[src/rtl/lab1_sweep_ctrl.sv]
// -----------------------------------------------------------------------------
// lab1_sweep_ctrl
//
// Purpose:
//   Drives the 3-input combinational lab1 logic (A, B, C -> X) through all
//   eight input vectors. Each vector is held for DWELL clock cycles. X is
//   sampled SETTLE cycles after the vector is applied, and the samples build
//   an 8-bit truth table. When the sweep completes, the captured table is
//   compared with the expected table and the result is flagged on mismatch.
//
// Optional build macro:
//   GRAY_ORDER_EN - when defined, the vectors are visited in Gray-code order
//                   (000,001,011,010,110,111,101,100), so exactly one input
//                   toggles per advance. truth stays indexed by vector value.
//                   When undefined, the vectors are visited in binary order.
//
// Parameters:
//   DWELL   - cycles each vector is held (2..255)
//   SETTLE  - cycles after a vector is applied before X is sampled
//             (1 <= SETTLE <= DWELL-1)
//
// Ports:
//   clk        in   system clock, rising edge
//   rst        in   asynchronous active-high reset
//   start      in   begin a sweep (only looked at in IDLE)
//   abort      in   terminate a sweep in progress
//   X          in   output of the lab1 logic
//   expected   in   expected truth table, bit i = X for {A,B,C}=i
//   A, B, C    out  registered drives to lab1 (A is the MSB of the vector)
//   vec_idx    out  current vector value {A,B,C}
//   busy       out  sweep in progress
//   done       out  one-cycle pulse on sweep completion
//   truth      out  captured truth table, bit i = sampled X for vector i
//   mismatch   out  truth != expected, valid from the done pulse onward
//   dbg_state  out  current FSM state (0=IDLE, 1=RUN, 2=DONE)
//
// Control protocol (single comment for the whole start/busy/done contract):
//   start is a level request, sampled only while the FSM is in IDLE and only
//   honoured when abort is low. busy is high for exactly 8*DWELL cycles of a
//   sweep that runs to completion. done pulses for one cycle as busy falls.
//   abort has priority over start and over the final advance; an aborted
//   sweep never pulses done. start is ignored in RUN and DONE, so holding it
//   high starts a new sweep only on the edge after DONE returns to IDLE.
// -----------------------------------------------------------------------------
module lab1_sweep_ctrl #(
  parameter int unsigned DWELL  = 4,
  parameter int unsigned SETTLE = 2
) (
  input  logic       clk,
  input  logic       rst,
  input  logic       start,
  input  logic       abort,
  input  logic       X,
  input  logic [7:0] expected,
  output logic       A,
  output logic       B,
  output logic       C,
  output logic [2:0] vec_idx,
  output logic       busy,
  output logic       done,
  output logic [7:0] truth,
  output logic       mismatch,
  output logic [1:0] dbg_state
);

  typedef enum logic [1:0] {
    ST_IDLE = 2'd0,
    ST_RUN  = 2'd1,
    ST_DONE = 2'd2
  } state_t;

  // The cycle counter holds 0 during the first cycle of a vector, so at the
  // edge t0+k*DWELL+n it reads n-1. Comparing against SETTLE-1 therefore
  // samples X at edge t0+k*DWELL+SETTLE, and comparing against DWELL-1
  // advances the vector at edge t0+(k+1)*DWELL.
  localparam logic [7:0] CAP_CNT = 8'(SETTLE - 1);
  localparam logic [7:0] ADV_CNT = 8'(DWELL - 1);

  // Vector visited at step k of the sweep.
  function automatic logic [2:0] order(input logic [2:0] k);
`ifdef GRAY_ORDER_EN
    return k ^ {1'b0, k[2:1]};
`else
    return k;
`endif
  endfunction

  state_t     state_q, state_d;
  logic [2:0] step_q, step_d;
  logic [7:0] cnt_q, cnt_d;
  logic [2:0] vec_q, vec_d;
  logic       busy_q, busy_d;
  logic       done_q, done_d;
  logic [7:0] truth_q, truth_d;
  logic       mismatch_q, mismatch_d;

  // ---------------------------------------------------------------------------
  // State and datapath registers
  // ---------------------------------------------------------------------------
  always_ff @(posedge clk or posedge rst) begin
    if (rst) begin
      state_q    <= ST_IDLE;
      step_q     <= 3'd0;
      cnt_q      <= 8'd0;
      vec_q      <= 3'd0;
      busy_q     <= 1'b0;
      done_q     <= 1'b0;
      truth_q    <= 8'h00;
      mismatch_q <= 1'b0;
    end else begin
      state_q    <= state_d;
      step_q     <= step_d;
      cnt_q      <= cnt_d;
      vec_q      <= vec_d;
      busy_q     <= busy_d;
      done_q     <= done_d;
      truth_q    <= truth_d;
      mismatch_q <= mismatch_d;
    end
  end

  // ---------------------------------------------------------------------------
  // Next-state and datapath logic
  // ---------------------------------------------------------------------------
  always_comb begin
    state_d    = state_q;
    step_d     = step_q;
    cnt_d      = cnt_q;
    vec_d      = vec_q;
    busy_d     = busy_q;
    done_d     = 1'b0;
    truth_d    = truth_q;
    mismatch_d = mismatch_q;

    unique case (state_q)
      ST_IDLE: begin
        if (start && !abort) begin
          state_d    = ST_RUN;
          step_d     = 3'd0;
          cnt_d      = 8'd0;
          truth_d    = 8'h00;
          mismatch_d = 1'b0;
          busy_d     = 1'b1;
          vec_d      = order(3'd0);
        end
      end

      ST_RUN: begin
        if (abort) begin
          // Partial truth and the cleared mismatch are left as they are.
          state_d = ST_IDLE;
          step_d  = 3'd0;
          cnt_d   = 8'd0;
          vec_d   = 3'd0;
          busy_d  = 1'b0;
        end else begin
          cnt_d = cnt_q + 8'd1;

          if (cnt_q == CAP_CNT) begin
            truth_d[vec_q] = X;
          end

          if (cnt_q == ADV_CNT) begin
            if (step_q != 3'd7) begin
              step_d = step_q + 3'd1;
              cnt_d  = 8'd0;
              vec_d  = order(step_q + 3'd1);
            end else begin
              state_d = ST_DONE;
              step_d  = 3'd0;
              cnt_d   = 8'd0;
              vec_d   = 3'd0;
              busy_d  = 1'b0;
              done_d  = 1'b1;
              // Compare against truth_d so a capture landing on this same
              // edge is included in the final table.
              mismatch_d = (truth_d != expected);
            end
          end
        end
      end

      ST_DONE: begin
        state_d = ST_IDLE;
      end

      default: begin
        state_d = ST_IDLE;
      end
    endcase
  end

  // ---------------------------------------------------------------------------
  // Outputs (all straight from registers)
  // ---------------------------------------------------------------------------
  assign A         = vec_q[2];
  assign B         = vec_q[1];
  assign C         = vec_q[0];
  assign vec_idx   = vec_q;
  assign busy      = busy_q;
  assign done      = done_q;
  assign truth     = truth_q;
  assign mismatch  = mismatch_q;
  assign dbg_state = state_q;

endmodule
[config.mk]
export PLATFORM = sky130hd
export DESIGN_NAME = lab1_sweep_ctrl
export DESIGN_NICKNAME = d
export VERILOG_FILES = /design/src/rtl/lab1_sweep_ctrl.sv
export SDC_FILE = /design/constraint.sdc
export NUM_CORES = 1
export LEC_CHECK = 0
export CAP_MARGIN = 20
export CORE_ASPECT_RATIO = 1.4
export CORE_UTILIZATION = 30
export DETAILED_ROUTE_END_ITERATION = 6
export PLACE_DENSITY_LB_ADDON = 0.25
export SYNTH_ARGS = -nofsm -noshare
export SYNTH_HDL_FRONTEND = slang
export SYNTH_SLANG_ARGS = --single-unit
[constraint.sdc]
create_clock -name clk -period 5.65 [get_ports clk]
set_input_delay 1.13 -clock clk [delete_from_list [all_inputs] [get_ports clk]]
set_output_delay 1.13 -clock clk [all_outputs]
set_load 0.05 [all_outputs]
* After elaboration in Yosys (flattened, before gate mapping)
Index checks and enable logic that the tools add are counted.
** Operators by class
- Reductions and logical operators :: 11
- $add $sub $neg :: 2
- Equality and inequality tests :: 11
- Magnitude comparators :: 2
- Multiplexer cells :: 36
** Operators by type and width (count)
- $mux W8 :: 7
- $pmux W8 S2 :: 2
- $mux W1 :: 13
- $mux W3 :: 4
- $ne A3 B3 Y1 const B :: 3
- $reduce_and A3 Y1 :: 3
- $add A8 B1 Y8 const B :: 1
- $bwmux W8 :: 1
- $eq A8 B1 Y1 const B :: 1
- $eq A8 B2 Y1 const B :: 1
- $mux W2 :: 4
- $ne A2 B2 Y1 const B :: 4
- $ne A8 B8 Y1 :: 1
- $pmux W3 S2 :: 1
- $reduce_and A5 Y1 :: 1
- $lt A3 B4 Y1 const B :: 1
- $pmux W1 S2 :: 2
- $pmux W2 S2 :: 1
- $reduce_and A4 Y1 :: 1
- $add A3 B1 Y3 const B :: 1
- $demux W1 S3 :: 1
- $ge A3 B1 Y1 const B :: 1
- $eq A2 B1 Y1 const B :: 1
- $logic_and A1 B1 Y1 :: 2
- other kinds (4) :: 4
** Storage, ports and cells
- Output and inout port bits :: 19
- Bits of input ports :: 13
- Word-level logic and storage cells :: 69
- Bits in registers :: 24

* Logic depth before layout (Yosys ltp)
Gate-level depths: netlist of run 1.
- Depth in word-level cells :: 13
- Mapped depth :: 9
- Mapped depth without buffers :: 8

* Least setup slack after synthesis of run 1
OpenSTA, ideal clock, no wires.
- Path kind :: register to register
- From :: register vec_q[0], in the netlist vec_idx[0]
- To :: register mismatch_q, in the netlist mismatch
- Period minus slack after synthesis :: 2.587 ns
- Stages on the path, launching flop included :: 8
- Path slack :: 3.063 ns
- Arrival time :: 2.465 ns
- Cell sequence :: dfrtp_1 or3_1 clkbuf_1 nor3_2 mux2_2 a2111oi_0 a41oi_1 nand2b_1
** On the way
- Word-level cells in the longest chain between the ends :: 13
- Elaborated cells on any way between the ends :: 17
- Classes of those cells :: order compare: 2; eq/ne: 3; mux: 10; reduce/logical: 2
** Ends and longest elaborated chain
- start, declared :: line 91 : logic [2:0] vec_q, vec_d;
- start signal, assigned :: line 114 : vec_q <= vec_d;
- $lt A3 B4 Y1 (not written as such) or $ge A3 B1 Y1 (tied branches) :: line 160 : truth_d[vec_q] = X;
- $logic_and A1 B1 Y1 (not written as such) :: line 160
- $mux W1 (not written as such) :: line 160
- $demux W1 S3 :: line 160
- $bwmux W8 :: line 160
- $mux W8 :: line 159 : if (cnt_q == CAP_CNT) begin
- $mux W8 :: line 149 : if (abort) begin
- $mux W8 :: line 135 : unique case (state_q)
- $ne A8 B8 Y1 :: line 177 : mismatch_d = (truth_d != expected);
- $mux W1 :: line 164 : if (step_q != 3'd7) begin
- $mux W1 :: line 163 : if (cnt_q == ADV_CNT) begin
- $mux W1 :: line 149
- $pmux W1 S2 :: line 135
- end signal, assigned :: line 118 : mismatch_q <= mismatch_d;
- end, declared :: line 95 : logic mismatch_q, mismatch_d;
Several ways; a longest one is shown, not always the timed one. The select of a mux whose other input is x is not followed.
A chain may end at the register's enable or synchronous reset.

* Final worst setup path of run 1
- From :: input port X
- To :: register mismatch_q, in the netlist mismatch
** On the way
- Word-level cells in the longest chain between the ends :: 9
** Ends and longest elaborated chain
- start, declared :: line 53 : input logic X,
- $bwmux W8 :: line 160
- $mux W8 :: line 159
- $mux W8 :: line 149
- $mux W8 :: line 135
- $ne A8 B8 Y1 :: line 177
- $mux W1 :: line 164
- $mux W1 :: line 163
- $mux W1 :: line 149
- $pmux W1 S2 :: line 135
Every way passes these cells. The select of a mux whose other input is x is not followed.

==> qor.csv, run 1 <==
stage;metric;value;unit
hold_path;worstHoldStart;busy$_DFFE_PP0P_;
floorplan;die-height;88.7;microns
run_status;run_status;finished, final reports clean;
global_route;grt-ovfl-total;0;
drt;vias;1519;
sta;fin_crit;3020;ps
sta;timing.setup.tns;0;ps
floorplan;die-area;0.00567;sq mm
logic_synthesis;synthFlopType;dfrtp_1;
floorplan;io-pin-count;32;
cts;htree_levels;1;
cts;clock-sinks;24;
sta;rsz0062_at_grt;no;
global_route;grt.total_usage;16.1;%
floorplan;start_util;31.2;%
cts;clk_pin_slew_worst_paths;90;ps
global_route;grt_pass1_vias;1468;
logic_synthesis;synthCells;194;
logic_synthesis;synthDistinctLibCells;40;
sta;worstMarginPinSlew;948;ps
logic_synthesis;yosys_warnings;0;
critical_path;cp_data_required_time;5820;ps
sta;finalMaxSlewViolations;0;
global_route;grt_first_pass_wirelength;7090;microns
drt;dr.pass1.iters;4;
finish;fillers;527;
critical_path;timing.rr.end;mismatch$_DFFE_PP0P_;
floorplan;num_rows;31;
cts;cts-resized-gates;0;
logic_synthesis;ys_async_sr_fraction;100;%
cts;cts_tree;built;
placed_design;dp_hpwl;3240;microns
critical_path;reg2reg_from;cnt_q[2]$_DFFE_PP0P_;
critical_path;worst-setup-path-type;in -> reg;
sta;setup_violations;0;
cts;cts_buffers;3;
drt;wirelength;4350;microns
cts;post-cts-setup-buffers;0;
critical_path;cp.arrival;3190;ps
logic_synthesis;syn-num-nets;211;
drt;drtIter0Drc;76;
logic_synthesis;synth-edff-count;0;
sta;relSlewSlack;36.8;%
logic_synthesis;synth_common_cells;dfrtp_1 (24), nand2_1 (24), o21ai_0 (19), nor2_1 (15);
critical_path;startpoint_type;primary input;
floorplan;coreArea;0.00516;sq mm
sta;hold_viol;0;
finish;drive_gt1_share;6.36;%
logic_synthesis;ys_seq_elements;24;
finish;areaGrowthSynthToFinish;25.8;%
drt;routedWlPerCell;15.2;microns
power;power_leakage;0.841;nW
critical_path;reg2reg_slack;2890;ps
hold_path;holdCritPathClass;reg -> reg;
logic_synthesis;synth_top_area_cell;dfrtp_1;
placed_design;port_buffers;31;
logic_synthesis;syn-mean-instance-area;8.30;sq um
logic_synthesis;synth_seq_area_share;37.3;%
global_route;grt_antenna_before_repair;0;
cts;ctsHoldBuffers;0;
critical_path;path_max_fanout;15;
critical_path;end_kind;register;
drt;vias_per_cell;5.31;
sta;fmax;331;MHz
cts;clk_latency;270;ps
power;power_density;338;mW/mm^2
global_route;grt_start_max_net_pins;25;
logic_synthesis;netlist_top_cells_area;dfrtp_1 (37%), o21ai_0 (5.9%), nand2_1 (5.6%);
drt;drc_errors;0;
hold_path;min_to;busy$_DFFE_PP0P_;
cts;clk_path_buf_depth;2;
drt;ant_nets;0;
sta;min_period_over_period;53.5;%
floorplan;die_w;63.9;microns
hold_path;hold_depth;2;
logic_synthesis;syn-cell-area;0.00161;sq mm
power;finalPower;0.685;mW
placed_design;gp_congestion;0.887;
sta;fin_skew;7.77;ps
run;cap_violations;0;
finish;num-nets-final;238;
cts;cts_root_buf;clkbuf_8;
critical_path;reg2reg_depth;6;
finish;antennaDiodeCount;0;
logic_synthesis;yosysTopAreaCellShare;37.3;%
power;peakVddDrop;0.146;mV
cell families after synthesis:
kind of cell	synth area share [%]
DFF	37.3
AOI/OAI and AO/OA	19.4
xor gates and xnor gates	2.18
and+or+nand+nor	29.8
adders and majority gates	3.11
buffers and inverters	5.59
muxes	2.56
placed cells by master, fill, tap and decap left out, types with 3 or more instances in the layout:
cell type	count
o21ai_0	19
or3_1	4
o22ai_1	3
clkbuf_8	3
a31oi_1	6
and4_1	3
nand3_1	6
nor3_1	5
nor2b_1	4
o31ai_1	3
nand2_1	24
clkdlybuf4s50_1	31
ha_1	4
nor2_1	15
nand2b_1	4
nor4_1	7
a21oi_1	9
mux2i_1	3
inv_1	9
xor2_1	3
a311oi_1	4
dfrtp_1	24
nand3b_1	3
where the power goes:
part	internal, mW	leakage, nW	switching (mW)
combinational	0.0998	0.477	0.207
clock	0.0948	0.0357	0.0574
sequential	0.194	0.329	0.0316
total	0.388	0.841	0.296
per-layer routing:
| layer | routed length, microns | share of wire (%) | global-route usage [%] | vias up |
|---|---|---|---|---|
| li1 | - | - | - | 761 |
| met3 | 104 | 2.4 | 1.68 | 6 |
| met4 | 70 | 1.6 | 6.20 | 0 |
| met2 | 2250 | 52 | 28.8 | 28 |
| met5 | 0 | 0 | 0 | - |
| met1 | 1930 | 44 | 19.9 | 724 |
metrics by stage:
| step | cells | util, % | hold WS (ps) | instance area [sq um] | worst slack, ps |
|---|---|---|---|---|---|
| after floorplan | 194 | - | 513 | 1610 | 3060 |
| after global placement | 282 | 37.9 | 518 | 1950 | 2400 |
| after detailed placement | 282 | 37.9 | 524 | 1950 | 2360 |
| after CTS | 286 | 39.3 | 549 | 2030 | 2660 |
| after global routing | 286 | 39.3 | 569 | 2030 | 2570 |
| final | 286 | 39.3 | 534 | 2030 | 2630 |
worst max-delay path, stage by stage:
cell and delay (ps):
clkdlybuf4s50_1 680, nor2b_1 270, o2111ai_1 190, nand2_1 70
a2111oi_0 510, a41oi_1 170, nand2b_1 160
flip-flops by register name, indices dropped and copies added, names as in the netlist:
| signal | count |
|---|---|
| cnt_q | 8 |
| truth | 8 |
| vec_idx | 3 |
| busy | 1 |
| done | 1 |
| dbg_state | 2 |
| mismatch | 1 |
how the worst max path moves through the flow:
stage	from	end	slack (ps)	cells after the start
4_1_cts	X	mismatch$_DFFE_PP0P_	2660	7
3_3_place_gp	X	mismatch$_DFFE_PP0P_	2400	7
5_1_grt	X	mismatch$_DFFE_PP0P_	2570	6
3_5_place_dp	X	mismatch$_DFFE_PP0P_	2360	7
6_report	X	mismatch$_DFFE_PP0P_	2630	7
2_1_floorplan	vec_idx[0]$_DFFE_PP0P_	mismatch$_DFFE_PP0P_	3060	7
cell type report:
cell class                 instances  area [sq um]  area share [%]
tap                               66          82.6            4.08
timing repair buffer              32           318            15.7
clock inverter                     1          30.0            1.48
sequential                        24           601            29.6
clock buffer                       3          41.3            2.04
inverter                           9          33.8            1.67
multi-input combinational        151           920            45.4
Note: power is estimated with default switching activity, not from simulation.
==> run 2: changes to the inputs <==
==> constraint.sdc (replaced) <==
create_clock -name clk -period 2.5 [get_ports clk]
set_input_delay 0.5 -clock clk [delete_from_list [all_inputs] [get_ports clk]]
set_output_delay 0.5 -clock clk [all_outputs]
set_load 0.05 [all_outputs]
==> run 2 against run 1 <==
  * Core utilization up 3.0 points
  * Largest cell class unchanged
  * Wire length up 5.2%
  * Die area is the same
  * Register-to-register slack worse by 2800 ps
  * Global-route usage up 0.60 points
  * Sequential cell count unchanged
  * Sequential power up 120%
  * Combinational power rose to 2.8 times the previous value
  * Count of clock-buffer cells in the layout is 1 higher
  * Sequential share of layout area shrank 2.1 points
==> qor.csv, run 2 (synthesized netlist as in run 1, its figures left out) <==
stage;metric;value;unit
critical_path;crit_family;simple AND/OR/NAND/NOR gates;
sta;fmax;422;MHz
critical_path;path_max_fanout;2;
sta;min_period_over_period;94.7;%
cts;cts_tree;built;
sta;worstMarginPinSlew;543;ps
sta;setup_violations;0;
cts;post-cts-setup-buffers;0;
critical_path;startpoint_type;register;
critical_path;critPathSlowestCell;or4_4;
finish;antennaDiodeCount;0;
floorplan;num_rows;31;
floorplan;start_util;31.2;%
finish;fillers;525;
drt;dr.pass1.iters;4;
sta;rsz0062_at_grt;no;
cts;cts_buffers;3;
finish;areaGrowthSynthToFinish;35.5;%
drt;ant_nets;0;
floorplan;coreArea;0.00516;sq mm
critical_path;worst-setup-path-type;reg -> reg;
global_route;grt_start_max_net_pins;25;
sta;relSlewSlack;63.7;%
critical_path;cp_slowest_stage_delay;550;ps
run;cap_violations;0;
floorplan;io-pin-count;32;
hold_path;min_to;busy$_DFFE_PP0P_;
cts;clk_latency;270;ps
power;finalPower;1.60;mW
drt;drc_errors;0;
finish;mostFrequentLayoutCell;clkdlybuf4s50_1;
critical_path;reg2reg_slack;130;ps
global_route;grt_first_pass_wirelength;7230;microns
critical_path;path_cells;or4_4 -> nor3_2 -> mux2_2 -> a2111oi_2 -> a41oi_1 -> nand2b_1;
critical_path;cp.arrival;2530;ps
global_route;grt_antenna_before_repair;0;
global_route;grt-ovfl-total;0;
placed_design;gp_congestion;0.825;
power;power_leakage;0.940;nW
finish;multi_input_area;933;sq um
cts;htree_levels;1;
drt;vias_per_cell;5.20;
power;peakVddDrop;0.498;mV
floorplan;die-area;0.00567;sq mm
global_route;grt.total_usage;16.7;%
sta;timing.setup.tns;0;ps
critical_path;reg2reg_from;cnt_q[2]$_DFFE_PP0P_;
power;power_density;734;mW/mm^2
run_status;run_status;finished, final reports clean;
cts;clk_path_buf_depth;2;
drt;vias;1597;
global_route;grt_pass1_vias;1471;
sta;hold_viol;0;
finish;fin_util;42.3;%
critical_path;cp_data_required_time;2660;ps
drt;wirelength;4580;microns
finish;num-nets-final;259;
cts;clock-sinks;24;
sta;finalMaxSlewViolations;0;
hold_path;holdCritPathClass;reg -> reg;
sta;fin_skew;6.28;ps
drt;routedWlPerCell;14.9;microns
cts;cts-resized-gates;0;
hold_path;worstHoldStart;busy$_DFFE_PP0P_;
drt;drtIter0Drc;85;
floorplan;die-height;88.7;microns
cts;clk_pin_slew_worst_paths;90;ps
critical_path;reg2reg_depth;6;
cts;ctsHoldBuffers;0;
critical_path;timing.rr.end;mismatch$_DFFE_PP0P_;
critical_path;path_buf_inv;0;
cts;cts_root_buf;clkbuf_8;
placed_design;dp_hpwl;3490;microns
finish;final_cell_mix;clkdlybuf4s50_1 (31), nand2_1 (24), dfrtp_1 (23);
finish;regArea;602;sq um
hold_path;hold_depth;2;
finish;drive_gt1_share;16.2;%
placed_design;port_buffers;31;
sta;fin_crit;2370;ps
floorplan;die_w;63.9;microns
critical_path;end_kind;register;
==> run 2: cell types whose count changed in the layout (fill, tap and decap cells not counted), sizes merged <==
cell / previous run / this run
buf: 1 / 22
bufinv: 1 / 0
clkbuf: 3 / 4
==> run 2: cell type report <==
class	instances	area share, %
inverter	9	1.55
multi-input combinational	151	42.8
tap	66	3.78
clock buffer	4	2.52
sequential	24	27.6
timing repair buffer	53	21.8
==> run 2: power breakdown <==
group / internal, mW / switching, mW / total (mW)
Combinational: 0.314 / 0.533 / 0.847
Sequential: 0.439 / 0.0478 / 0.487
Clock: 0.141 / 0.128 / 0.269
Total: 0.894 / 0.708 / 1.60
==> run 2: per-stage QoR <==
| step | cell area [sq um] | hold slack, ps | setup WS (ps) | instances |
|---|---|---|---|---|
| final | 2180 | 544 | 133 | 307 |
| after global routing | 2180 | 588 | 15.0 | 307 |
| after CTS | 2170 | 548 | 37.7 | 307 |
| after detailed placement | 2110 | 516 | 19.8 | 303 |
| after global placement | 2110 | 513 | 8.67 | 303 |
| after floorplan | 1610 | 513 | 35.8 | 194 |
==> run 2: how the worst max path moves through the flow <==
stage / from / end / cells after the start
3_5_place_dp: X / mismatch$_DFFE_PP0P_ / 7
2_1_floorplan: vec_idx[0]$_DFFE_PP0P_ / mismatch$_DFFE_PP0P_ / 7
6_report: cnt_q[2]$_DFFE_PP0P_ / mismatch$_DFFE_PP0P_ / 6
3_3_place_gp: X / mismatch$_DFFE_PP0P_ / 7
4_1_cts: cnt_q[1]$_DFFE_PP0P_ / mismatch$_DFFE_PP0P_ / 8
5_1_grt: cnt_q[1]$_DFFE_PP0P_ / mismatch$_DFFE_PP0P_ / 8
==> run 2: worst register-to-register path, cell delays in order (launching register included) <==
cell	delay (ps)
dfrtp_1	390
or4_4	550
nor3_2	260
mux2_2	370
a2111oi_2	390
a41oi_1	150
nand2b_1	160
==> run 2: metal layers <==
layer | up-vias | global-route usage, % | share of wire (%)
met5 | - | 0 | 0
met4 | 0 | 5.37 | 1.5
met3 | 7 | 2.06 | 2.9
met2 | 35 | 30.5 | 51
met1 | 742 | 20.3 | 45
li1 | 813 | - | -
